--- src/rtl/uart_pkg.sv ---
// Shared UART definitions for the receiver and transmitter:
// FSM state encoding, default payload width and the parity sense.
package uart_pkg;

   localparam int   DEFAULT_DATA_WIDTH = 8;
   localparam logic PARITY_ODD         = 1'b1;

   typedef enum logic [2:0] {
      ST_IDLE    = 3'd0,
      ST_DATA    = 3'd1,
      ST_PARITY  = 3'd2,
      ST_STOP    = 3'd3,
      ST_RECOVER = 3'd4
   } uart_state_e;

   // A frame is good when the XOR of its data bits and parity bit matches the parity sense
   function automatic logic parity_fail(input logic data_xor, input logic par_bit);
      return ((data_xor ^ par_bit) != PARITY_ODD);
   endfunction

endpackage

--- src/rtl/uart_rx_if.sv ---
// Receiver-side bundle: serial line and enable in, payload, strobe and status out.
interface uart_rx_if import uart_pkg::*; #(
   parameter int DATA_WIDTH = DEFAULT_DATA_WIDTH
);
   logic                  rx_en;
   logic                  rx_in;
   logic [DATA_WIDTH-1:0] rx_data;
   logic                  rx_valid;
   logic                  parity_err;
   logic                  frame_err;
   logic                  rx_busy;

   modport master (
      output rx_en, rx_in,
      input  rx_data, rx_valid, parity_err, frame_err, rx_busy
   );

   modport slave (
      input  rx_en, rx_in,
      output rx_data, rx_valid, parity_err, frame_err, rx_busy
   );
endinterface

--- src/rtl/uart_sync.sv ---
// Multi-flop synchronizer for the asynchronous serial line; resets to the idle (high) level.
module uart_sync #(
   parameter int SYNC_STAGES = 2
) (
   input  logic uart_clk,
   input  logic rst_n,
   input  logic i_async,
   output logic o_sync
);
   logic [SYNC_STAGES-1:0] r_sync;

   // Shift the raw line through the synchronizer chain
   always_ff @(posedge uart_clk or negedge rst_n) begin
      if (!rst_n) begin
         r_sync <= '1;
      end else begin
         r_sync <= {r_sync[SYNC_STAGES-2:0], i_async};
      end
   end

   assign o_sync = r_sync[SYNC_STAGES-1];
endmodule

--- src/rtl/uart_rx.sv ---
// UART receiver: one bit per uart_clk, start + LSB-first data + odd parity + stop,
// with a recovery state so a line stuck low after a bad stop is not taken as a new start.
module uart_rx import uart_pkg::*; #(
   parameter int DATA_WIDTH  = DEFAULT_DATA_WIDTH,
   parameter int SYNC_STAGES = 2
) (
   input  logic     uart_clk,
   input  logic     rst_n,
   uart_rx_if.slave bus
);
   localparam int             CW       = (DATA_WIDTH > 1) ? $clog2(DATA_WIDTH) : 1;
   localparam logic [CW-1:0]  LAST_BIT = CW'(DATA_WIDTH - 1);

   logic                  w_rx_s;
   uart_state_e           r_state;
   logic [CW-1:0]         r_bit_cnt;
   logic [DATA_WIDTH-1:0] r_shift;
   logic                  r_parity;
   logic [DATA_WIDTH-1:0] r_rx_data;
   logic                  r_rx_valid;
   logic                  r_parity_err;
   logic                  r_frame_err;
   logic                  r_rx_busy;

   uart_sync #(.SYNC_STAGES(SYNC_STAGES)) u_sync (
      .uart_clk (uart_clk),
      .rst_n    (rst_n),
      .i_async  (bus.rx_in),
      .o_sync   (w_rx_s)
   );

   // Frame FSM; rx_busy is registered alongside every state change so it always tracks state != IDLE
   always_ff @(posedge uart_clk or negedge rst_n) begin
      if (!rst_n) begin
         r_state      <= ST_IDLE;
         r_bit_cnt    <= '0;
         r_shift      <= '0;
         r_parity     <= 1'b0;
         r_rx_data    <= '0;
         r_rx_valid   <= 1'b0;
         r_parity_err <= 1'b0;
         r_frame_err  <= 1'b0;
         r_rx_busy    <= 1'b0;
      end else begin
         r_rx_valid <= 1'b0;
         case (r_state)
            ST_IDLE: begin
               if (bus.rx_en && !w_rx_s) begin
                  r_state   <= ST_DATA;
                  r_bit_cnt <= '0;
                  r_rx_busy <= 1'b1;
               end else begin
                  r_state   <= ST_IDLE;
                  r_rx_busy <= 1'b0;
               end
            end
            ST_DATA: begin
               r_shift[r_bit_cnt] <= w_rx_s;
               if (r_bit_cnt == LAST_BIT) begin
                  r_state   <= ST_PARITY;
                  r_bit_cnt <= '0;
               end else begin
                  r_bit_cnt <= r_bit_cnt + CW'(1);
               end
            end
            ST_PARITY: begin
               r_parity <= w_rx_s;
               r_state  <= ST_STOP;
            end
            ST_STOP: begin
               r_rx_data    <= r_shift;
               r_parity_err <= parity_fail(^r_shift, r_parity);
               r_frame_err  <= ~w_rx_s;
               r_rx_valid   <= 1'b1;
               if (w_rx_s) begin
                  r_state   <= ST_IDLE;
                  r_rx_busy <= 1'b0;
               end else begin
                  r_state   <= ST_RECOVER;
                  r_rx_busy <= 1'b1;
               end
            end
            ST_RECOVER: begin
               if (w_rx_s) begin
                  r_state   <= ST_IDLE;
                  r_rx_busy <= 1'b0;
               end else begin
                  r_state   <= ST_RECOVER;
                  r_rx_busy <= 1'b1;
               end
            end
            default: begin
               r_state   <= ST_IDLE;
               r_rx_busy <= 1'b0;
            end
         endcase
      end
   end

   assign bus.rx_data    = r_rx_data;
   assign bus.rx_valid   = r_rx_valid;
   assign bus.parity_err = r_parity_err;
   assign bus.frame_err  = r_frame_err;
   assign bus.rx_busy    = r_rx_busy;
endmodule

--- src/flat_wrapper.sv ---
// flat-port wrapper written by rule: the top's interface ports become plain ports
module uart_rx_flat import uart_pkg::*;
#(
   parameter int DATA_WIDTH  = DEFAULT_DATA_WIDTH,
   parameter int SYNC_STAGES = 2
)
  (uart_clk, rst_n, bus_rx_en, bus_rx_in, bus_rx_data, bus_rx_valid, bus_parity_err, bus_frame_err, bus_rx_busy);
  uart_rx_if #(.DATA_WIDTH(DATA_WIDTH)) bus_i ();
  input  logic uart_clk;
  input  logic rst_n;
  input wire logic [$bits(bus_i.rx_en)-1:0] bus_rx_en;
  input wire logic [$bits(bus_i.rx_in)-1:0] bus_rx_in;
  output wire logic [$bits(bus_i.rx_data)-1:0] bus_rx_data;
  output wire logic [$bits(bus_i.rx_valid)-1:0] bus_rx_valid;
  output wire logic [$bits(bus_i.parity_err)-1:0] bus_parity_err;
  output wire logic [$bits(bus_i.frame_err)-1:0] bus_frame_err;
  output wire logic [$bits(bus_i.rx_busy)-1:0] bus_rx_busy;
  assign bus_i.rx_en = bus_rx_en;
  assign bus_i.rx_in = bus_rx_in;
  assign bus_rx_data = bus_i.rx_data;
  assign bus_rx_valid = bus_i.rx_valid;
  assign bus_parity_err = bus_i.parity_err;
  assign bus_frame_err = bus_i.frame_err;
  assign bus_rx_busy = bus_i.rx_busy;
  uart_rx #(.DATA_WIDTH(DATA_WIDTH), .SYNC_STAGES(SYNC_STAGES)) u_core (.uart_clk(uart_clk), .rst_n(rst_n), .bus(bus_i));
endmodule
--- config.mk ---
export PLATFORM = sky130hd
export DESIGN_NAME = uart_rx_flat
export DESIGN_NICKNAME = d
export VERILOG_FILES = /design/src/rtl/uart_pkg.sv /design/src/rtl/uart_rx_if.sv /design/src/rtl/uart_sync.sv /design/src/rtl/uart_rx.sv /design/src/flat_wrapper.sv
export SDC_FILE = /design/constraint.sdc
export NUM_CORES = 1
export LEC_CHECK = 0
export ABC_AREA = 1
export CAP_MARGIN = 20
export CORE_UTILIZATION = 50
export CTS_BUF_LIST = sky130_fd_sc_hd__clkbuf_8
export DETAILED_ROUTE_END_ITERATION = 8
export PLACE_DENSITY = 0.72
export SETUP_SLACK_MARGIN = 0.3
export SLEW_MARGIN = 10
export SYNTH_ARGS = -nofsm -noshare
export SYNTH_HDL_FRONTEND = slang
export SYNTH_SLANG_ARGS = --single-unit
--- constraint.sdc ---
create_clock -name uart_clk -period 2.35 [get_ports uart_clk]
set_input_delay 0.705 -clock uart_clk [delete_from_list [all_inputs] [get_ports uart_clk]]
set_output_delay 0.705 -clock uart_clk [all_outputs]
set_load 0.02 [all_outputs]
**Word-level counts from Yosys, hierarchy flattened**

Index checks and enable logic that the tools add are counted.

- Register bits after elaboration: 29
- Output and inout bits: 12
- Word-level logic and storage cells: 46

- Add/subtract/negate cells: 1
- $lt $le $gt $ge: 2
- Equal/unequal tests: 7
- Mux-type cells: 14
- Bitwise logic cells: 3
- Reductions and logical operators: 9

Operator list:

| kind | number |
|---|---|
| 2-to-1 mux 3 bit | 4 |
| case mux 3 bit (4 select lines) | 1 |
| bitwise mux 8 bit | 1 |
| XOR reduction 8 bit | 1 |
| == test 3 x 2 -> 1 bit, second input constant | 2 |
| == test 3 bit, second input constant | 2 |
| case mux 3 bit (2 select lines) | 1 |
| 2-to-1 mux 1 bit | 5 |
| < comparator 3 x 4 -> 1 bit, second input constant | 1 |
| != test 2 x 1 -> 1 bit, second input constant | 2 |
| OR reduction 2 bit | 2 |
| adder 3 x 1 -> 3 bit, second input constant | 1 |
| demux 1 bit (select 3 bit) | 1 |
| == test 3 x 1 -> 1 bit, second input constant | 1 |
| >= comparator 3 x 1 -> 1 bit, second input constant | 1 |
| logical NOT 3 bit | 1 |
| case mux 1 bit (3 select lines) | 1 |
| logical AND 1 bit | 2 |
| NOT 1 bit | 2 |
| AND reduction 2 bit | 1 |
| nonzero test 2 bit | 1 |
| logical NOT 1 bit | 1 |
| XOR 1 bit | 1 |

**Logic depth before layout (Yosys ltp)**

- Depth in word-level cells: 5
- Depth in mapped cells: 9
- Depth with buffers taken out: 9

**Modules after synthesis**

Synthesis repeated with hierarchy kept, for this count alone.

- Cell total of the unflattened synthesis: 147
- Area total of the unflattened synthesis: 1307.5 µm²

Modules (own cells, without submodules):

| module | instances | cells each | area an instance (µm²) | seq. area each (µm²) |
|---|---|---|---|---|
| uart_rx | 1 | 145 | 1255.0 | 675.6 |
| uart_sync | 1 | 2 | 52.6 | 52.6 |

**Least setup slack after synthesis**

No wires, ideal clock.

- Kind: register -> register
- Start: register u_core.r_bit_cnt[0]
- End: register u_core.r_bit_cnt[1]
- Arrival time: 1223 ps
- Setup slack: 1045 ps
- Cell stages (with the launch flop): 5
- Clock period less this slack: 1305 ps
- Cells stage by stage: dfrtp_1 > ha_1 > ha_1 > or2_2 > o22ai_1

- Cells in the longest elaborated chain, start to end: 3

Ends and longest elaborated chain:

| what | line | text |
|---|---|---|
| start, declared | uart_rx.sv:16 | `logic [CW-1:0] r_bit_cnt;` |
| start signal, assigned | uart_rx.sv:63 | `r_bit_cnt <= r_bit_cnt + CW'(1);` |
| adder 3 x 1 -> 3 bit or == test 3 bit (tied branches) | uart_rx.sv:63, uart_rx.sv:59 |  |
| 2-to-1 mux 3 bit * | uart_rx.sv:59 | `if (r_bit_cnt == LAST_BIT) begin` |
| case mux 3 bit (2 select lines) * | uart_rx.sv:46 | `case (r_state)` |

Mark *: on every way between the ends. The rest lies on a longest branch, timed or not.
A chain may end at the register's enable or synchronous reset.

**Worst setup path in the final report**

- Start: register u_core.r_rx_busy, in the netlist u_core.bus.rx_busy
- End: output port bus_rx_busy

RTL lines:

| what | line | text |
|---|---|---|
| start, declared | uart_rx.sv:23 | `logic r_rx_busy;` |
| start signal, assigned | uart_rx.sv:43 | `r_rx_busy <= 1'b0;` |
| start signal, assigned | uart_rx.sv:51 | `r_rx_busy <= 1'b1;` |
| start signal, assigned | uart_rx.sv:54 | `r_rx_busy <= 1'b0;` |
| end, declared | flat_wrapper.sv:17 | `output wire logic [$bits(bus_i.rx_busy)-1:0] bus_rx_busy;` |

No word-level cell between the ends.

==> reports/metrics.yaml <==
path_cells: "clkdlybuf4s50_1"
finalHoldViolations: 0
yosys.area_share.simple_pct: 22.8
hp-class: "flop to flop"
synth_top_area_share_pct: 50.3
cts-root-buf: "clkbuf_8"
synthMostInstantiatedCell: "nand2_1"
synth_top_family_by_area: "simple AND/OR/NAND/NOR gates"
row_count: 18
htree_levels: 2
cellPowerDensity_nw_per_um2: 1520
vias_per_cell: 5.25
ctsHoldBuffers: 0
pwr-share-clk_pct: 16.4
synthTopCellsByArea: "dfrtp_1 50%, nand2_1 13%, inv_1 4.8%, o21ai_2 4.6%, dfstp_2 3.9%"
synthAdderAreaFrac_pct: 1.86
start_kind: "flop"
synth-seq-cells: 29
switching_share_pct: 42.0
rsz0062_at_grt: "no"
dp_hpwl_mm: 1.64
drive_gt1_share_pct: 14.0
ys.flop_type: "dfrtp_1"
max_freq_mhz: 516
yosysTopAreaCell: "dfrtp_1"
numCtsBuffers: 5
yosysUniqueCellTypes: 23
slew_viol_final: 0
layout.nets: 176
grt_pass1_vias: 953
tritoncts: "yes"
setup-tns-final_ns: 0
final_util_pct: 64.7
diodes: 0
path_delay_family: "buffers and inverters"
setup-violations-final: 0
syn_area_per_cell_um2: 9.07
gr-total-overflow: 0
yosysWarnings: 0
synthMuxAreaShare_pct: 0
areaGrowthSynthToFinish_pct: 20.4
slowest_delay_ns: 0.60
drc: 0
die_w_um: 53.8
cts_buffer_depth: 2
via_count: 1055
grt_pass1_wl_mm: 3.86
comb_power_share_pct: 46.8
syn-instance-count: 148
grt_max_degree: 30
async_reset_ff_share_pct: 100
seq_power_share_pct: 36.8
clkSlewWorstSetupHoldPaths_ns: 0.06
post_cts_resized: 0
cap_viol_max_count: 0
synth_edf_count: 0
internal-power_mw: 1.42
rrSetupSlack_ns: 0.94
synthesis.nets: 154
synthXorXnorAreaFrac_pct: 1.30
wl_mm: 2.30
period_needed_ns: 1.94
fin_crit_sh_pct: 82.5
ir_drop_uv: 963
synth_compound_gate_area_share_pct: 12.9
power.switching_mw: 1.03
core_um2: 2500
cts_sinks: 29
crit_buf_inv: 1
grtUsageTotal_pct: 19.2
die_area_um2: 2900
antenna_found_initial: 0
fin_total_pwr_mw: 2.46
worstPathMaxFanout: 2
gp_congestion: 0.722
dr.pass1.iters: 4
syn_area_um2: 1340
critical-path-slowest-cell: "clkdlybuf4s50_1"
clock-skew-final_ns: 0.00678
critPathArrivalTime_ns: 1.23
p_leak_nw: 0.822
dieHeight_um: 53.8
antenna_left: 0
dr.first_iter.drc_count: 20
critPathCaptureType: "primary output"
outcome: "finished, final reports clean"
port_buffers: 15
wire_per_inst_um: 11.4
start_util_pct: 53.7
crit_type: "flop to primary output"
cp.required_ns: 1.64
ios: 16
post_cts_buffers: 0
insertion_delay_ns: 0.27
max-slew-margin-rel_pct: 76.4
ys_seq_area_share_pct: 54.2
synthTopCellsByCount: "45 x nand2_1, 27 x dfrtp_1, 17 x inv_1, 10 x nand3_1, 9 x a21oi_1"
tightest_slew_ns: 0.354
-- cell usage in the layout, fill, tap and decap left out --
cell type | Yosys | routed
or2_2 | 1 | 1
nand3_1 | 10 | 10
o22ai_1 | 2 | 2
clkinv_1 | 1 | 1
inv_1 | 17 | 19
inv_4 | 1 | 1
a31oi_1 | 7 | 7
nor2_4 | 2 | 2
xor2_1 | 1 | 1
nand3_4 | 1 | 1
o21ai_2 | 7 | 7
o21ai_0 | 2 | 2
inv_2 | 2 | 2
nor3_4 | 1 | 1
buf_4 | 0 | 1
a21oi_1 | 9 | 9
dfstp_2 | 2 | 2
nand2_1 | 45 | 45
xnor2_1 | 1 | 1
nor3_1 | 2 | 2
clkbuf_8 | 0 | 6
ha_1 | 2 | 2
nor2_1 | 4 | 4
dfrtp_1 | 27 | 27
clkdlybuf4s50_1 | 0 | 15
-- cells by family after synthesis --
| logic type | Yosys count |
|---|---|
| xor+xnor | 2 |
| buf+inv | 22 |
| simple gates | 66 |
| fa+ha+maj | 2 |
| flops | 29 |
| compound gates | 27 |
-- path summary, 6_finish.rpt --
kind,start,end,cells past startpoint
setup / recovery,u_core.bus.rx_busy,bus_rx_busy,1
hold / removal,u_core.u_sync.r_sync[0],u_core.u_sync.r_sync[1],0
setup reg to reg,u_core.r_bit_cnt[0],u_core.r_bit_cnt[1],4
hold reg to reg,u_core.u_sync.r_sync[0],u_core.u_sync.r_sync[1],0
max in group asynchronous,rst_n,u_core.u_sync.r_sync[1],2
min in group asynchronous,rst_n,u_core.bus.frame_err,2
-- sequential cells by signal (all words and copies together) (netlist names) --
| register | cells |
|---|---|
| u_core.bus.rx_data | 8 |
| u_core.r_shift | 8 |
| u_core.r_bit_cnt | 3 |
| u_core.r_state | 3 |
| u_core.u_sync.r_sync | 2 |
| u_core.bus.frame_err | 1 |
| u_core.bus.parity_err | 1 |
| u_core.bus.rx_busy | 1 |
| u_core.bus.rx_valid | 1 |
| u_core.r_parity | 1 |
-- final cells by class --
class                      count  area, µm²
timing repair buffer          16        158
clock buffer                   6       82.6
multi-input combinational     97        522
fill                         211        883
inverter                      21       81.3
clock inverter                 2       7.51
tap                           30       37.5
sequential                    29        728
-- through the flow --
step	instances	hold slack (ns)	setup WS [ns]	area (µm²)
floorplan	148	0.345	1.04	1340
global placement	193	0.345	0.721	1530
detailed placement	193	0.347	0.700	1530
CTS	201	0.355	0.391	1620
global route	201	0.366	0.375	1620
finish	201	0.355	0.410	1620
-- routing by layer --
metal	vias to the layer above	share of wire [%]	GRT usage (%)
li1	523	-	-
met1	516	45	23.0
met2	11	50	30.2
met3	5	3.4	5.37
met4	0	1.5	12.3
met5	-	0	0
-- power by group through the flow --
stage	sequential [mW]	combinational (mW)	clock, mW
finish	0.904	1.15	0.402
global route	0.928	1.32	0.436
CTS	0.904	1.17	0.414
detailed placement	0.910	1.16	0
global placement	0.895	1.12	0
floorplan	0.991	0.739	0
Note: power is estimated with default switching activity, not from simulation.
